[src/rtl/lisnoc_output_vc_fifo.sv]
// lisnoc_output_vc_fifo: one circular flit FIFO per virtual channel, feeding the output arbiter.
// Optional feature: define LISNOC_OUTFIFO_BYPASS_EN for same-cycle pass-through into an empty VC.
module lisnoc_output_vc_fifo #(
  parameter int flit_data_width = 32,
  parameter int flit_type_width = 2,
  parameter int vchannels       = 1,
  parameter int fifo_length     = 4
) (
  input  logic                                                  clk,
  input  logic                                                  rst,
  input  logic [flit_data_width+flit_type_width-1:0]            in_flit_i,
  input  logic [vchannels-1:0]                                  in_valid_i,
  output logic [vchannels-1:0]                                  in_ready_o,
  output logic [vchannels*(flit_data_width+flit_type_width)-1:0] fifo_flit_o,
  output logic [vchannels-1:0]                                  fifo_valid_o,
  input  logic [vchannels-1:0]                                  fifo_ready_i
);

  localparam int flit_width  = flit_data_width + flit_type_width;
  localparam int ptr_width   = $clog2(fifo_length);
  localparam int count_width = $clog2(fifo_length + 1);

  localparam logic [ptr_width-1:0]   last_ptr   = ptr_width'(fifo_length - 1);
  localparam logic [ptr_width-1:0]   ptr_one    = ptr_width'(1);
  localparam logic [count_width-1:0] full_count = count_width'(fifo_length);
  localparam logic [count_width-1:0] count_one  = count_width'(1);

  // Explicit wrap compare so non-power-of-two depths work.
  function automatic logic [ptr_width-1:0] ptr_next(input logic [ptr_width-1:0] p);
    return (p == last_ptr) ? '0 : p + ptr_one;
  endfunction

  for (genvar v = 0; v < vchannels; v++) begin : g_vc
    logic [flit_width-1:0]  storage [fifo_length];
    logic [ptr_width-1:0]   wr_ptr;
    logic [ptr_width-1:0]   rd_ptr;
    logic [count_width-1:0] count;
    logic                   stored;
    logic                   push;
    logic                   pop;

    assign stored = (count != '0);

    // Ready comes only from the registered count and is forced low during reset.
    assign in_ready_o[v] = rst & (count < full_count);
    assign pop           = stored & fifo_ready_i[v];

`ifdef LISNOC_OUTFIFO_BYPASS_EN
    logic bypass_take;

    assign bypass_take     = rst & ~stored & in_valid_i[v];
    assign fifo_valid_o[v] = stored | bypass_take;
    assign fifo_flit_o[v*flit_width +: flit_width] = stored ? storage[rd_ptr] : in_flit_i;
    assign push = in_valid_i[v] & in_ready_o[v] & ~(bypass_take & fifo_ready_i[v]);
`else
    assign fifo_valid_o[v] = stored;
    assign fifo_flit_o[v*flit_width +: flit_width] = storage[rd_ptr];
    assign push = in_valid_i[v] & in_ready_o[v];
`endif

    always_ff @(posedge clk or negedge rst) begin
      if (!rst) begin
        wr_ptr <= '0;
        rd_ptr <= '0;
        count  <= '0;
      end else begin
        if (push) wr_ptr <= ptr_next(wr_ptr);
        if (pop)  rd_ptr <= ptr_next(rd_ptr);
        case ({push, pop})
          2'b10:   count <= count + count_one;
          2'b01:   count <= count - count_one;
          default: count <= count;
        endcase
      end
    end

    // Payload storage carries no reset; validity is tracked by count alone.
    always_ff @(posedge clk) begin
      if (push) storage[wr_ptr] <= in_flit_i;
    end
  end

  assert property (@(posedge clk) disable iff (!rst) $onehot0(in_valid_i));

endmodule
[config.mk]
export PLATFORM = sky130hd
export DESIGN_NAME = lisnoc_output_vc_fifo
export DESIGN_NICKNAME = d
export VERILOG_FILES = /design/src/rtl/lisnoc_output_vc_fifo.sv
export SDC_FILE = /design/constraint.sdc
export NUM_CORES = 1
export LEC_CHECK = 0
export BUFFER_PORTS_ARGS = -buffer_cell sky130_fd_sc_hd__buf_2
export CORE_MARGIN = 2
export CORE_UTILIZATION = 45
export DETAILED_ROUTE_END_ITERATION = 8
export RECOVER_POWER = 50
export SLEW_MARGIN = 20
export SYNTH_ARGS = -nofsm -noshare
export SYNTH_HDL_FRONTEND = slang
export SYNTH_SLANG_ARGS = --single-unit
[constraint.sdc]
create_clock -name clk -period 3.5 [get_ports clk]
set_input_delay 0.175 -clock clk [delete_from_list [all_inputs] [get_ports clk]]
set_output_delay 0.175 -clock clk [all_outputs]
set_load 0.01 [all_outputs]
==> results.md <==
* Die X at 114 microns
* Layout cells sized above 1 at 28.9%
* Hold EP: g_vc[0].rd_ptr[1]
* Initial antenna violation count at 0
* CTS Sinks at 143
* CTS max path bufs at 2
* Mapped Cells at 221
* Area Growth Syn to Fin at 26.5%
* Core Box Area at 11900 sq um
* Cell Area, Synth at between 5000 and 6000 sq um
* DRT Pass-1 Iters at 4
* All-layer global routing usage at 14.9%
* Slew Viols, Final at 37
* CTS tree: yes
* Final wirelength at 8.80 mm
* Final Hold Vio Count at 0
* Tmin final at between 2 and 3 ns
* Crit-path slowest cell: dfrtp_1
* # H-tree levels at 4
* Final nets at 385
* Mapped Nets at 266
* Fillers at ~900
* Setup slack after layout at 0.845 ns
* Leak at 2.36 nW
* Num CTS Buffers at 17
* Remaining DRCs at 0
* Final period utilization at 75.9%
* Clock root cell: clkbuf_16
* Multi-input gate area in the final layout at 1030 sq um
* PortBufs at 73
* Clk Latency, worst-skew pair at 0.41 ns
* Wire per inst at 17.6 microns
* Post-DP HPWL at 4.92 mm
* HP Class: input port to flop
* Worst Setup Start Kind: flop
* Relative slew slack at -7.03%
* Final weighted congestion in routability-driven placement at 0.635
* Tightest Pin Transition at 1.61 ns
* Critical path, cell by cell: mux4_1 > buf_2
* Crit. End Element: output port
* Ports at 74
* Reg clk slew, reported paths at 0.05 ns
* Synth warn at 0
* Vias in the first global route at 2686
* Dpl ws at ~1.5 ns
* # diodes at 0
* Register area at 4260 sq um
* Synth Area per Inst at 24.5 sq um
* GRT overflow at 0
* First-pass GRT wire length at 13.8 mm
* Die Y-Extent at about 110 microns
* Initial Utilization at 45.6%
* Fmax at approximately 380 MHz
* Pin count of the biggest net entering global routing at 37
* Final setup fails at 0
* Max stage delay on crit path at 1.42 ns
* Fin Clk Skew at 0.00542 ns
* Routed vias at 2534
* Hold_sp: fifo_ready_i
* Post-route ant nets at 0
* Synth Register Bits at 143
* Reg2Reg Depth at 2
* Avg Vias per Cell at 5.07
* Crit-path max FO at 36
* Required time of the critical path at roughly 3.3 ns
* Reg2Reg Setup Slack at 1.27 ns
* RSZ-0062 raised after global routing: no
* Setup tns final at 0 ns
* Pwr per Cell Area at approximately 800 nW/um^2
* Max IR drop VDD at between 0.0004 and 0.0005 V
* Register area share after synthesis at 78.8%
* Number of distinct library cells after synthesis at 22
* RR Startpoint: g_vc[0].rd_ptr[1]
* Hold Crit Depth at 3
* Status: complete, but fails checks
* Crit Path Category: flop to output port
* Failing checks: max-capacitance violations, max-slew violations
* Die area at between 10000 and 15000 sq um
* Worst r2r dst: g_vc[0].rd_ptr[1]
* CP arrival at 2.48 ns
* Row count at 40
* Setup Buffers After CTS at 0
* DRT iter0 DRCs at 128
* Max Cap Viol at 1
[metrics by stage]
| step | power, mW | cell area, sq um | hold slack, ns | instances | utilization [%] |
|---|---|---|---|---|---|
| floorplan | 3.07 | 5410 | -0.121 | 221 | - |
| global route | 5.59 | 6840 | 0.222 | 500 | 57.7 |
| detailed placement | 3.43 | 5890 | 0.0244 | 433 | 49.6 |
| global placement | 3.42 | 5890 | 0.0183 | 433 | 49.6 |
| finish | 5.34 | 6840 | 0.184 | 500 | 57.7 |
| CTS | 5.41 | 6890 | 0.118 | 500 | 58.1 |
[layout by cell type, fill, tap and decap left out, types with 3 or more instances in the layout]
master	Yosys	routed
bufinv_16	0	6
mux4_1	6	6
nand2_1	3	3
mux4_2	28	28
clkinv_2	0	5
dlygate4sd3_1	0	35
edfxtp_1	136	136
and2_2	0	4
buf_2	4	36
inv_1	7	7
nor2_1	3	3
ha_1	6	6
clkbuf_1	1	38
dfrtp_1	7	6
clkbuf_16	0	17
[metal layers]
layer	wire length, microns	vias to the layer above	part of all wire, %	GRT usage [%]
li1	-	1161	-	-
met5	0	-	0	0
met4	155	0	1.8	7.07
met3	422	14	4.8	4.68
met2	4500	71	51	24.7
met1	3730	1288	42	17.9
[how the worst max path moves through the flow]
stage                     slack [ns]  depth (start not counted)               from                     end
final                           0.84                          2  g_vc[0].rd_ptr[1]          fifo_flit_o[3]
after global routing            0.68                          2  g_vc[0].rd_ptr[1]          fifo_flit_o[3]
after CTS                       1.10                          3  g_vc[0].rd_ptr[0]         fifo_flit_o[12]
after detailed placement        1.49                          2   g_vc[0].count[2]  g_vc[0].storage[2][22]
after global placement          1.52                          2   g_vc[0].count[2]  g_vc[0].storage[1][21]
after floorplan                 1.43                          3   g_vc[0].count[2]   g_vc[0].storage[0][0]
[cell type report]
class | count | area share, %
multi-input combinational | 62 | 15.1
tap | 147 | 2.69
clock buffer | 18 | 6.27
sequential | 143 | 62.3
timing repair buffer | 109 | 10.1
inverter | 7 | 0.384
clock inverter | 14 | 3.22
[cells in the mapped netlist]
master,n,area share (%)
mux4_2,28,12
mux2i_1,1,0.19
mux4_1,6,2.9
xor2_1,2,0.32
and2_1,4,0.46
nand2_1,3,0.21
or3_4,1,0.21
edfxtp_1,136,76
buf_12,3,1.1
nor2b_1,1,0.12
ha_1,6,1.4
and3b_1,1,0.16
mux2_2,2,0.42
nor2_1,3,0.21
o21ai_0,2,0.19
buf_6,1,0.21
inv_1,7,0.49
dfrtp_1,7,3.2
buf_2,4,0.37
fa_1,1,0.37
xnor2_1,1,0.16
clkbuf_1,1,0.069
[state kept, by name, summed over array words and instances, names as in the netlist]
signal / count
g_vc.wr_ptr: 2
g_vc.storage: 136
g_vc.rd_ptr: 2
g_vc.count: 3
[cell families after synthesis]
| kind of cell | share of synthesized area [%] |
|---|---|
| DFF | 78.8 |
| muxes | 15.2 |
| buffers and inverters | 2.24 |
| and+or+nand+nor | 1.37 |
| adders and majority gates | 1.76 |
| xor gates and xnor gates | 0.486 |
| AOI/OAI and AO/OA | 0.185 |
[power by group]
part / leakage, nW / switching (mW) / internal (mW)
clock: 0.318 / 0.623 / 1.32
sequential: 1.31 / 0.192 / 2.04
combinational: 0.729 / 0.513 / 0.650
[critical path, delay by kind of cell (launching register included)]
kind / cells / cell delay, ns
buffers and inverters: 1 / 0.17
flip-flops: 1 / 1.42
multiplexers: 1 / 0.48
[timing repair]
action,in CTS,in global routing
hold endpoints to repair,143,0
gates resized for setup,0,0
hold buffers,35,0
Power figures use the tool's default switching activity.
